<file path="config.mk">
export PLATFORM = sky130hd
export DESIGN_NAME = peripheral_dbg_jsp_apb_mch
export DESIGN_NICKNAME = d
export VERILOG_FILES = /design/src/rtl/peripheral_dbg_jsp_apb_mch.sv
export SDC_FILE = /design/constraint.sdc
export NUM_CORES = 1
export LEC_CHECK = 0
export CAP_MARGIN = 10
export CORE_UTILIZATION = 25
export CTS_CLUSTER_SIZE = 12
export DETAILED_ROUTE_END_ITERATION = 12
export PLACE_DENSITY_LB_ADDON = 0.08
export SETUP_SLACK_MARGIN = 0.4
export SYNTH_ARGS = -nofsm -noshare
export SYNTH_HDL_FRONTEND = slang
export SYNTH_SLANG_ARGS = --single-unit
</file>
<file path="constraint.sdc">
create_clock -name PCLK -period 6.2 [get_ports PCLK]
set_input_delay 0.93 -clock PCLK [delete_from_list [all_inputs] [get_ports PCLK]]
set_output_delay 0.93 -clock PCLK [all_outputs]
set_load 0.03 [all_outputs]
</file>
<file path="src/rtl/peripheral_dbg_jsp_apb_mch.sv">
// Multi-channel JTAG serial port, APB side: per-channel RX/TX byte FIFOs with
// occupancy, status and interrupt-enable registers plus APB error responses.
module peripheral_dbg_jsp_apb_mch #(
    parameter int CHANNELS   = 4,
    parameter int DEPTH      = 16,
    parameter int ADDR_WIDTH = 6
) (
    input  logic                    PCLK,
    input  logic                    PRESETn,
    input  logic                    jsp_PSEL,
    input  logic                    jsp_PENABLE,
    input  logic                    jsp_PWRITE,
    input  logic [ADDR_WIDTH-1:0]   jsp_PADDR,
    input  logic [7:0]              jsp_PWDATA,
    output logic [7:0]              jsp_PRDATA,
    output logic                    jsp_PREADY,
    output logic                    jsp_PSLVERR,
    output logic                    int_o,
    input  logic [CHANNELS*8-1:0]   host_rx_data_i,
    input  logic [CHANNELS-1:0]     host_rx_valid_i,
    output logic [CHANNELS-1:0]     host_rx_ready_o,
    output logic [CHANNELS*8-1:0]   host_tx_data_o,
    output logic [CHANNELS-1:0]     host_tx_valid_o,
    input  logic [CHANNELS-1:0]     host_tx_ready_i
);
    localparam int PW  = $clog2(DEPTH);
    localparam int CW  = PW + 1;
    localparam int CIW = ADDR_WIDTH - 3;
    localparam logic [CW-1:0] FULL = CW'(DEPTH);

    logic                  access;
    logic [2:0]            reg_sel;
    logic [CIW-1:0]        ch_idx;
    logic                  ch_ok;
    logic [CHANNELS*8-1:0] ch_rdata;
    logic [CHANNELS-1:0]   ch_err;
    logic [CHANNELS-1:0]   int_src;
    logic                  unused_pwdata;

    assign access        = jsp_PSEL & jsp_PENABLE;
    assign reg_sel       = jsp_PADDR[2:0];
    assign ch_idx        = jsp_PADDR[ADDR_WIDTH-1:3];
    assign ch_ok         = (int'(ch_idx) < CHANNELS);
    assign jsp_PREADY    = 1'b1;
    assign unused_pwdata = ^{jsp_PWDATA[7:4], jsp_PWDATA[2]};

    // Host streams: a byte moves on every PCLK edge where valid and ready are both
    // high; our ready/valid come only from registered FIFO counts, never from the
    // host's own valid/ready inputs.
    for (genvar c = 0; c < CHANNELS; c++) begin : g_ch
        logic [7:0]    rx_mem [DEPTH];
        logic [7:0]    tx_mem [DEPTH];
        logic [PW-1:0] rx_wr_ptr, rx_rd_ptr, tx_wr_ptr, tx_rd_ptr;
        logic [CW-1:0] rx_cnt, tx_cnt;
        logic [1:0]    ier;
        logic          err;
        logic          hit, data_rd, data_wr;
        logic          rx_empty, rx_full, tx_empty, tx_full;
        logic          rx_push, rx_pop, tx_push, tx_pop;
        logic [7:0]    rdata;

        assign hit      = access & ch_ok & (ch_idx == CIW'(c));
        assign data_rd  = hit & ~jsp_PWRITE & (reg_sel == 3'd0);
        assign data_wr  = hit &  jsp_PWRITE & (reg_sel == 3'd0);
        assign rx_empty = (rx_cnt == '0);
        assign rx_full  = (rx_cnt == FULL);
        assign tx_empty = (tx_cnt == '0);
        assign tx_full  = (tx_cnt == FULL);
        assign rx_push  = host_rx_valid_i[c] & ~rx_full;
        assign rx_pop   = data_rd & ~rx_empty;
        assign tx_push  = data_wr & ~tx_full;
        assign tx_pop   = host_tx_ready_i[c] & ~tx_empty;

        assign host_rx_ready_o[c]      = ~rx_full;
        assign host_tx_valid_o[c]      = ~tx_empty;
        assign host_tx_data_o[8*c +: 8] = tx_empty ? 8'h00 : tx_mem[tx_rd_ptr];
        assign int_src[c] = (ier[0] & ~rx_empty) | (ier[1] & tx_empty);

        always_comb begin
            rdata = 8'h00;
            case (reg_sel)
                3'd0:    rdata = rx_empty ? 8'h00 : rx_mem[rx_rd_ptr];
                3'd1:    rdata = {6'b0, ier};
                3'd2:    rdata = {4'b0, err, tx_empty, ~tx_full, ~rx_empty};
                3'd3:    rdata = 8'(rx_cnt);
                3'd4:    rdata = 8'(FULL - tx_cnt);
                default: rdata = 8'h00;
            endcase
        end

        assign ch_rdata[8*c +: 8] = (hit & ~jsp_PWRITE) ? rdata : 8'h00;
        assign ch_err[c]          = (data_rd & rx_empty) | (data_wr & tx_full);

        // Storage carries no reset; stale entries are masked by the counts.
        always_ff @(posedge PCLK) begin
            if (rx_push) rx_mem[rx_wr_ptr] <= host_rx_data_i[8*c +: 8];
            if (tx_push) tx_mem[tx_wr_ptr] <= jsp_PWDATA;
        end

        always_ff @(posedge PCLK or negedge PRESETn) begin
            if (!PRESETn) begin
                rx_wr_ptr <= '0;
                rx_rd_ptr <= '0;
                tx_wr_ptr <= '0;
                tx_rd_ptr <= '0;
                rx_cnt    <= '0;
                tx_cnt    <= '0;
                ier       <= 2'b00;
                err       <= 1'b0;
            end else begin
                if (rx_push) rx_wr_ptr <= rx_wr_ptr + PW'(1);
                if (rx_pop)  rx_rd_ptr <= rx_rd_ptr + PW'(1);
                if (tx_push) tx_wr_ptr <= tx_wr_ptr + PW'(1);
                if (tx_pop)  tx_rd_ptr <= tx_rd_ptr + PW'(1);
                if (rx_push & ~rx_pop)      rx_cnt <= rx_cnt + CW'(1);
                else if (~rx_push & rx_pop) rx_cnt <= rx_cnt - CW'(1);
                if (tx_push & ~tx_pop)      tx_cnt <= tx_cnt + CW'(1);
                else if (~tx_push & tx_pop) tx_cnt <= tx_cnt - CW'(1);
                if (hit & jsp_PWRITE & (reg_sel == 3'd1)) ier <= jsp_PWDATA[1:0];
                if (ch_err[c])
                    err <= 1'b1;
                else if (hit & jsp_PWRITE & (reg_sel == 3'd2) & jsp_PWDATA[3])
                    err <= 1'b0;
            end
        end
    end

    always_comb begin
        jsp_PRDATA = 8'h00;
        for (int c = 0; c < CHANNELS; c++) jsp_PRDATA |= ch_rdata[8*c +: 8];
    end

    assign jsp_PSLVERR = (access & ~ch_ok) | (|ch_err);

    always_ff @(posedge PCLK or negedge PRESETn) begin
        if (!PRESETn) int_o <= 1'b0;
        else          int_o <= |int_src;
    end
endmodule

</file>
==> key figures <==
Status
  • Status: finished, final reports clean

Die
  • Core footprint: 188000 um2
  • Initial core utilization: 25.2%
  • DIE AREA: 191000 um2
  • Ports: 110
  • Die width: 437 um
  • Cell Rows: 159
  • Die H: 437 um

Place
  • Global placer's final weighted congestion: 0.809
  • I/O Buffers: 108
  • Placement Cell Area: 51400 um2
  • Post-DP HPWL: 82.9 mm
  • Dpl cells: 5023
  • Pre-CTS setup slack: 1.43 ns

Global routing
  • Pin count of the biggest net entering global routing: 70
  • Antenna violations before repair: 4
  • Vias in the first global route: 25500
  • First-pass GRT wire length: 185 mm
  • GR Overflow Total: 0
  • Global Route Usage Sum: 13.4%

Synth
  • Synth area leaders: edfxtp_1 (65%), mux4_2 (13%), dfrtp_1 (6.2%)
  • FF+latch count, synth: 1141
  • XOR/XNOR share of the synthesized area: 1.71%
  • Area fraction of the dominant cell type after synthesis: 65.2%
  • Synth Warn #: 0
  • Largest area contributor in the netlist: edfxtp_1
  • Syn Nets: 2637
  • Cell Area, Synth: 47200 um2
  • Gate Count Post-Synth: 2484
  • Post-Synth Adder-Cell Area: 2.62%
  • Synth unique cells: 73
  • Syn avg cell area: 19.0 um2
  • Ys flop type: edfxtp_1
  • Largest family of logic cells by synthesized area: multiplexers
  • Ys async rst share: 10.3%
  • Mux contribution to synthesized area: 15.5%
  • Simple-Gate Fraction of Synth Area: 4.71%
  • Number of synthesized flops with an enable pin: 1024
  • Seq/Total Area, Yosys: 71.4%
  • Post-synthesis compound-gate area fraction: 2.42%

Routing
  • Drt initial violations: 1492
  • Antenna Nets Post-Route: 0
  • Vias per std cell: 4.42
  • Detailed-route via count: 23300
  • DR pass1 iterations: 6
  • DRC viols: 0
  • Per-cell routed wire length: 24.0 um
  • Overall routed net length: 127 mm

Clocking
  • CTS root buf: clkbuf_16
  • Setup bufs post-CTS: 0
  • CTS tree: done
  • H-Tree Depth: 4
  • Clock sink total: 1141
  • Resized Gates After CTS: 0
  • CTS max path bufs: 3
  • # hold bufs at CTS: 0
  • Worst skew pair latency: 0.77 ns
  • TritonCTS buffer count: 138
  • Clk pin slew, worst setup/hold paths: 0.06 ns

Power and ir drop
  • Clock power share: 34.7%
  • Sw Pwr: 6.80 mW
  • Switch share: 29.6%
  • Pwr Density: 411 nW/um2
  • VDD IR max: 0.270 mV
  • Total power: 23.0 mW
  • Leak pwr: 17.9 nW
  • Internal power: 16.2 mW
  • Combinational power share: 22.3%
  • Register share of total power: 43.0%

STA
  • Final Setup Violations: 0
  • Clock Skew: 0.0204 ns
  • Count of final max-slew check failures: 0
  • Slew margin rel.: 20.3%
  • Final period util: 80.8%
  • Fin. Hold Viols: 0
  • Final worst slack: 1.19 ns
  • RSZ-0062 raised after global routing: no
  • Worst slew pin tran: 1.19 ns
  • Fmax: 200 MHz
  • Hold WS: 0.195 ns
  • Fin Setup TNS: 0 ns
  • Minimum clock period: 5.01 ns

Worst setup path
  • Critical path peak fanout: 29
  • CP Class: flop to output pin
  • Startpoint types: flop
  • Critical Path AT: 4.08 ns
  • CP Capture Point: jsp_PRDATA[7]
  • Crit end category: output pin
  • Reg2Reg Depth: 14
  • Critical path origin: g_ch[2].rx_rd_ptr[0]
  • Setup slack, reg-to-reg: 2.62 ns
  • Worst r2r dst: g_ch[0].tx_cnt[4]
  • Req. time, crit path: 5.27 ns
  • RR Startpoint: g_ch[0].tx_cnt[0]

Cells and area
  • Util after Layout: 29.8%
  • Layout Cells excl Fill: 5282
  • Final Cell Area: 55900 um2
  • Share of layout cells above drive strength 1: 22.3%
  • Area grow syn2layout: 18.4%
  • Layout net count: 2821

Hold path
  • Worst hold path type: input port to asynchronous set/reset pin

Flow run
  • Max Cap Viol: 0
==> cells in the final DEF (no fill, tap or decap), drive strengths merged, types with 15 or more instances in the layout <==
master         count
buf               77
nor3              44
o21ai             39
nand2b            15
clkdlybuf4s50     91
clkbuf           187
dfrtp            117
a21oi             32
xnor2             72
mux2              30
a211oi            17
xor2              20
nand3             22
and2              71
edfxtp          1024
ha                86
nor2b             19
nor2              96
clkinv            46
nand2            112
nand4             18
mux4             288
inv               74
mux2i             45
==> cell families (layout without fill, tap and decap cells) <==
family | after synthesis | after routing
simple gates | 434 | 434
compound gates | 171 | 171
other cells | 1 | 6
mux | 363 | 363
buf+inv | 188 | 486
flops | 1141 | 1141
fa+ha+maj | 94 | 94
xor+xnor | 92 | 92
==> worst max-delay path: stages, from the launching register on <==
cell and delay, ns:
dfrtp_2 0.51, buf_4 0.52, mux4_2 0.57, mux2i_1 0.48, a211oi_1 0.17, a221oi_1 0.31
nand3_1 0.42, buf_12 0.29
==> how the worst min path moves through the flow <==
stage	from	endpoint	slack [ns]	cells after the start
floorplan	g_ch[0].err	g_ch[0].err	0.47	2
global placement	g_ch[3].err	g_ch[3].err	0.53	2
detailed placement	g_ch[1].err	g_ch[1].err	0.52	2
CTS	PRESETn	g_ch[0].tx_rd_ptr[3]	0.21	1
global route	PRESETn	g_ch[2].rx_rd_ptr[0]	0.23	1
finish	PRESETn	g_ch[2].rx_rd_ptr[0]	0.19	1
==> area by class of cell <==
cell class	count	area, um2
fillers	18300	132000
repair buffers	168	1570
well taps	2495	3120
inverters	64	240
clock inverters	67	688
flip-flops and latches	1141	33700
diodes	5	12.5
clock buffers	187	3770
multi-input cells	1155	12800
==> power groups by stage <==
stage                     Clock, mW  Combinational (mW)  Sequential [mW]
after CTS                      8.23                5.30             9.92
after global routing           8.50                5.57             10.0
final                          7.96                5.12             9.88
after global placement            0                5.23             10.0
after floorplan                   0                3.77             9.38
after detailed placement          0                5.28             10.1
==> registers in the layout, indices dropped and copies added, names as in the netlist <==
signal	flops
g_ch.err	4
g_ch.tx_mem	512
g_ch.ier	8
g_ch.rx_rd_ptr	16
g_ch.rx_wr_ptr	16
g_ch.tx_rd_ptr	16
int_o	1
g_ch.rx_cnt	20
g_ch.tx_cnt	20
g_ch.rx_mem	512
g_ch.tx_wr_ptr	16
==> synthesized netlist by cell type (all sizes together), types with 32 or more instances <==
master and count:
nor2 96, mux4 288, and2 71, inv 64
nand2 112, nor3 44, ha 86, o21ai 39
xnor2 72, mux2i 45, dfrtp 117, a21oi 32
edfxtp 1024, buf 61, clkbuf 63
==> metal layers <==
metal  vias up  track usage [%]  share of wire, %
met1     12500             17.0                43
met5         -                0                 0
met3       164             2.38               3.5
li1      10300                -                 -
met2       403             23.1                51
met4         0             4.15               2.5
Power figures use the tool's default switching activity.
